===== src/rtl/user_input_conditioner.sv =====
// Synchronise, debounce and edge-detect DE0-Nano-SoC buttons/switches; sticky W1C pending bits drive a maskable irq.
// Latency 2+DEBOUNCE_CYCLES from raw sample to output/pulse; pending +1, irq +2. No backpressure: events latch until cleared.
module user_input_conditioner #(
    parameter int NUM_KEYS        = 2,
    parameter int NUM_SWITCHES    = 4,
    parameter int DEBOUNCE_CYCLES = 500000,
    parameter int SETTLE_CYCLES   = DEBOUNCE_CYCLES + 2
) (
    input  logic                             clk,
    input  logic                             reset_n,
    input  logic [NUM_KEYS-1:0]              key_raw,
    input  logic [NUM_SWITCHES-1:0]          switch_raw,
    output logic [NUM_KEYS-1:0]              keys_o,
    output logic [NUM_SWITCHES-1:0]          switches_o,
    output logic [NUM_KEYS-1:0]              key_press,
    output logic [NUM_KEYS-1:0]              key_release,
    output logic [NUM_SWITCHES-1:0]          switch_change,
    input  logic [NUM_KEYS+NUM_SWITCHES-1:0] irq_mask,
    input  logic [NUM_KEYS+NUM_SWITCHES-1:0] event_clr,
    output logic [NUM_KEYS+NUM_SWITCHES-1:0] event_pend,
    output logic                             irq
);
    localparam int N  = NUM_KEYS + NUM_SWITCHES;
    localparam int CW = ($clog2(DEBOUNCE_CYCLES) < 1) ? 1 : $clog2(DEBOUNCE_CYCLES);
    localparam int SW = $clog2(SETTLE_CYCLES + 1);
    localparam logic [CW-1:0] CNT_TERM  = CW'(DEBOUNCE_CYCLES - 1);
    localparam logic [SW-1:0] SETTLE_TC = SW'(SETTLE_CYCLES);
    // Keys idle high, switches idle low; keys occupy the low bits.
    localparam logic [N-1:0]  RST_LVL   = {{NUM_SWITCHES{1'b0}}, {NUM_KEYS{1'b1}}};

    logic [N-1:0]    raw;
    logic [N-1:0]    sync1;
    logic [N-1:0]    sync2;
    logic [N-1:0]    deb;
    logic [N-1:0]    deb_q;
    logic [CW-1:0]   cnt [N];
    logic [SW-1:0]   settle_cnt;
    logic            armed;
    logic [N-1:0]    ev;

    assign raw = {switch_raw, key_raw};

    always_ff @(posedge clk or negedge reset_n) begin
        if (!reset_n) begin
            sync1 <= RST_LVL;
            sync2 <= RST_LVL;
        end else begin
            sync1 <= raw;
            sync2 <= sync1;
        end
    end

    // Any return of the synchronised level to the accepted one restarts the count.
    always_ff @(posedge clk or negedge reset_n) begin
        if (!reset_n) begin
            deb <= RST_LVL;
            for (int i = 0; i < N; i++) begin
                cnt[i] <= '0;
            end
        end else begin
            for (int i = 0; i < N; i++) begin
                if (sync2[i] == deb[i]) begin
                    cnt[i] <= '0;
                end else if (cnt[i] == CNT_TERM) begin
                    deb[i] <= sync2[i];
                    cnt[i] <= '0;
                end else begin
                    cnt[i] <= cnt[i] + 1'b1;
                end
            end
        end
    end

    always_ff @(posedge clk or negedge reset_n) begin
        if (!reset_n) begin
            settle_cnt <= '0;
            armed      <= 1'b0;
        end else if (!armed) begin
            if (settle_cnt == SETTLE_TC) begin
                armed <= 1'b1;
            end else begin
                settle_cnt <= settle_cnt + 1'b1;
            end
        end
    end

    // Output stage: level and its pulse update on the same edge so they stay coincident.
    always_ff @(posedge clk or negedge reset_n) begin
        if (!reset_n) begin
            deb_q         <= RST_LVL;
            key_press     <= '0;
            key_release   <= '0;
            switch_change <= '0;
        end else begin
            deb_q <= deb;
            if (armed) begin
                key_press     <= deb_q[NUM_KEYS-1:0] & ~deb[NUM_KEYS-1:0];
                key_release   <= ~deb_q[NUM_KEYS-1:0] & deb[NUM_KEYS-1:0];
                switch_change <= deb_q[N-1:NUM_KEYS] ^ deb[N-1:NUM_KEYS];
            end else begin
                key_press     <= '0;
                key_release   <= '0;
                switch_change <= '0;
            end
        end
    end

    assign keys_o     = deb_q[NUM_KEYS-1:0];
    assign switches_o = deb_q[N-1:NUM_KEYS];
    assign ev         = {switch_change, key_press};

    // Set has priority over a simultaneous clear so no event is lost.
    always_ff @(posedge clk or negedge reset_n) begin
        if (!reset_n) begin
            event_pend <= '0;
            irq        <= 1'b0;
        end else begin
            event_pend <= (event_pend & ~event_clr) | ev;
            irq        <= |(event_pend & irq_mask);
        end
    end
endmodule


===== config.mk =====
export PLATFORM = sky130hd
export DESIGN_NAME = user_input_conditioner
export DESIGN_NICKNAME = d
export VERILOG_FILES = /design/src/rtl/user_input_conditioner.sv
export SDC_FILE = /design/constraint.sdc
export NUM_CORES = 1
export LEC_CHECK = 0
export CAP_MARGIN = 20
export CELL_PAD_IN_SITES_DETAIL_PLACEMENT = 1
export CELL_PAD_IN_SITES_GLOBAL_PLACEMENT = 2
export CORE_ASPECT_RATIO = 0.7
export CORE_UTILIZATION = 36
export CTS_BUF_LIST = sky130_fd_sc_hd__clkbuf_8 sky130_fd_sc_hd__clkbuf_16
export CTS_CLUSTER_SIZE = 20
export DETAILED_ROUTE_END_ITERATION = 10
export GPL_TIMING_DRIVEN = 0
export PLACE_DENSITY_LB_ADDON = 0.15
export RECOVER_POWER = 50
export SYNTH_ARGS = -nofsm -noshare
export SYNTH_HDL_FRONTEND = slang
export SYNTH_SLANG_ARGS = --single-unit

===== constraint.sdc =====
create_clock -name clk -period 1.95 [get_ports clk]
set_clock_uncertainty 0.05 [all_clocks]
set_input_delay 0.4875 -clock clk [delete_from_list [all_inputs] [get_ports clk]]
set_output_delay 0.4875 -clock clk [all_outputs]
set_load 0.02 [all_outputs]

==> summary.txt <==
Setup path
  – Req. time, crit path: 2.21 ns
  – Critical path's top delay family: simple AND/OR/NAND/NOR gates
  – R2r worst-path depth: 5
  – Crit-path max FO: 5
  – Critical path buffers and inverters: 1
  – Worst path slowest cell: or4_4
  – CP Cell Sequence: or4b_1 > or4_4 > o21ai_4 > buf_6 > nor2_1
  – WS Path Type: reg2reg
  – Max incr delay on CP: 0.57 ns
  – Critical Path AT: 2.36 ns
  – Worst setup SP type: register
  – FF-to-FF setup slack: -0.15 ns
  – WP depth: 5
  – Nature of the critical path endpoint: register

Global route
  – Top Usage Layer GRT: met2
  – First-pass GRT wire length: 31,800 um
  – Largest net degree at the start of global routing: 115
  – Met2 usage: 26.6%
  – Initial antenna violation count: 0
  – GR Util met3: 3.71%
  – Vias in the first global route: 6,193
  – Total GRT Usage: 17.7%
  – GRT overflow: 0
  – Met1 Resource Use GR: 25.9%

Yosys
  – Cell variety after synth: 45
  – Post-synthesis compound-gate area fraction: 5.40%
  – Synth top area share: 52.1%
  – Post-synth top area cell: dfrtp_1
  – Synth Area per Inst: 10.4 um^2
  – Synth warnings: 0
  – Synth Area in XOR/XNOR: 11.5%
  – Flops & latches, synth: 173
  – Post-Syn Instances: 765
  – Synth async-reset ratio: 100%
  – Synth Area in Simple Gates: 24.3%
  – Mux cell area share after synthesis: 0.979%
  – Synth area leaders: dfrtp_1, xnor2_1, nor2_1, xor2_1, nand3_1
  – Net Count, Synth: 793
  – Synth top cells by count: dfrtp_1, nor2_1, xnor2_1, nand3_1, nand2_1
  – Most frequent cell after synthesis: dfrtp_1
  – Adder-Cell Fraction of Synth Area: 1.26%
  – Largest family of logic cells by synthesized area: simple AND/OR/NAND/NOR gates
  – Syn Std Cell Area: 7920 um^2
  – Number of synthesized flops with an enable pin: 0
  – Ys flop type: dfrtp_1
  – Sequential area share after synthesis: 54.8%

Timing
  – Slew Viols, Final: 0
  – Final Cycle Share: 107%
  – Tightest Pin Transition: 0.870 ns
  – Hold Violations, Final: 0
  – Minimum clock period after layout: 2.10 ns
  – Fmax: 477 MHz
  – WHS: 0.303 ns
  – Slack of the critical path: -0.146 ns
  – Final setup fails: 19
  – Unrepaired setup endpoints after global routing: true
  – Max-Slew Margin vs Limit: 42.0%

Cells and area
  – Fin cells: 1,133
  – Share of layout cells above drive strength 1: 14.5%
  – Layout net count: 872
  – Post-route cell area: 9600 um^2
  – N_diodes: 0
  – Layout area overhead: 21.2%

Detailed routing
  – Detailed Routing Iterations Pass 1: 7
  – Routed length per instance: 16.7 um
  – Drt via density: 5.26
  – Antenna Nets Post-Route: 0
  – Aggregate routed wire length: 18,900 um
  – Routed vias: 5,956
  – Initial DRC Count: 411
  – Drt drc: 8

Placement
  – GP Congestion: 0.751
  – IO Port Bufs: 40
  – Placed insts: 1,082
  – Hpwl dp: 12,700 um
  – Post-DP Area: 8740 um^2

Clocking
  – Clk_lat worst skew: 0.43 ns
  – Max Root-Sink Buffers: 2
  – H-Tree Level Count: 4
  – Root buf cell: clkbuf_16
  – Worst-path clk slew: 0.07 ns
  – CTS buffer count: 17
  – Clock sinks: 173
  – CTS tree: done

Floorplan
  – Die H: 126 um
  – I/O pins: 41
  – Core Box Area: 21,100 um^2
  – Die width: 179 um
  – Die area: 22,600 um^2
  – Core Rows: 44
  – Starting Density: 37.5%

Status
  – Status: finished with violations
  – Failing checks: DRC, setup timing

Power and ir drop
  – Pwr per Cell Area: 758 nW/um^2
  – P_leak: 3.98 nW
  – Max VDD drop: 0.628 mV
  – Final Total Pwr: 7.28 mW

Worst hold path
  – Worst Hold Class: reg2reg
  – Hold Path Stages: 0

Job
  – Maxcap violations: 0
-- worst reg2reg max path, stage by stage, from the launching register on --
cell and delay, ns:
dfrtp_2 0.43, or4b_1 0.48, or4_4 0.57, o21ai_4 0.23, buf_6 0.17, nor2_1 0.05
-- per-stage QoR --
step | util [%] | TNS (ns) | setup slack (ns)
2_1_floorplan | - | -0.936 | -0.0929
3_3_place_gp | 41.2 | -1194.31 | -6.90
3_5_place_dp | 41.3 | -24.59 | -0.466
4_1_cts | 44.7 | -2.74 | -0.172
5_1_grt | 45.4 | -17.36 | -0.193
6_report | 45.4 | -2.44 | -0.146
-- registers in the layout (all words and copies together), names as in the netlist, 4 cells and up --
signal and flops:
deb_q 6, switch_change 4, event_pend 6, settle_cnt 19
sync1 6, sync2 6, cnt 114, deb 6
-- area by class of cell --
cell class,count,area (um^2)
repair buffers,68,594
plain buffers,9,60.1
multi-input cells,556,3610
fillers,2337,11500
clock buffers,17,425
clock inverters,15,138
inverters,19,71.3
flip-flops and latches,173,4350
well taps,276,345
-- logic make-up (layout without fill, tap and decap cells) --
group / count (synthesis) / count (layout)
muxes: 7 / 7
DFF: 173 / 173
buffers and inverters: 36 / 128
AOI/OAI and AO/OA: 69 / 69
adders and majority gates: 8 / 8
xor gates and xnor gates: 104 / 104
and+or+nand+nor: 368 / 368
-- layer usage --
| layer | share of wire, % | vias to the layer above | wire [um] |
|---|---|---|---|
| li1 | - | 2860 | - |
| met1 | 51 | 3026 | 9720 |
| met2 | 45 | 62 | 8590 |
| met3 | 2.6 | 8 | 493 |
| met4 | 0.55 | 0 | 104 |
| met5 | 0 | - | 0 |
-- where the power goes --
group	internal [mW]	switching (mW)	total (mW)	leakage (nW)
Sequential	3.63	0.0428	3.68	2.32
Combinational	0.0997	0.172	0.272	1.39
Clock	1.78	1.55	3.33	0.271
Total	5.51	1.76	7.28	3.98
-- cell usage in the layout, fill, tap and decap left out, types with 12 or more instances in the layout --
cell type      instances
dfrtp_1              153
nor2_1               109
xnor2_1               60
nand2_1               50
nand3_1               49
xor2_1                44
nand4_1               37
buf_4                 27
nor4_1                24
inv_1                 20
a21oi_1               20
clkbuf_16             17
or3_1                 15
o21ai_0               15
nor3_1                15
dlygate4sd2_1         15
dlygate4sd3_1         14
o31ai_1               12
dfrtp_2               12
-- timing repair --
action / 4_1_cts / 5_1_grt
gates cloned: 0 / 1
endpoints found under the setup margin: 109 / 108
resized for setup: 36 / 47
pin swaps: 10 / 7
buffers inserted: 13 / 12
endpoints found under the hold margin: 51 / 0
hold buffers: 1 / 0
-- final timing paths --
path	startpoint	endpoint
worst max-delay path	cnt[63]	cnt[71]
worst min-delay path	sync1[5]	sync2[5]
worst max register to register	cnt[63]	cnt[71]
worst min register to register	sync1[5]	sync2[5]
max in group asynchronous	reset_n	cnt[66]
min in group asynchronous	reset_n	cnt[24]
Note: power is estimated with default switching activity, not from simulation.
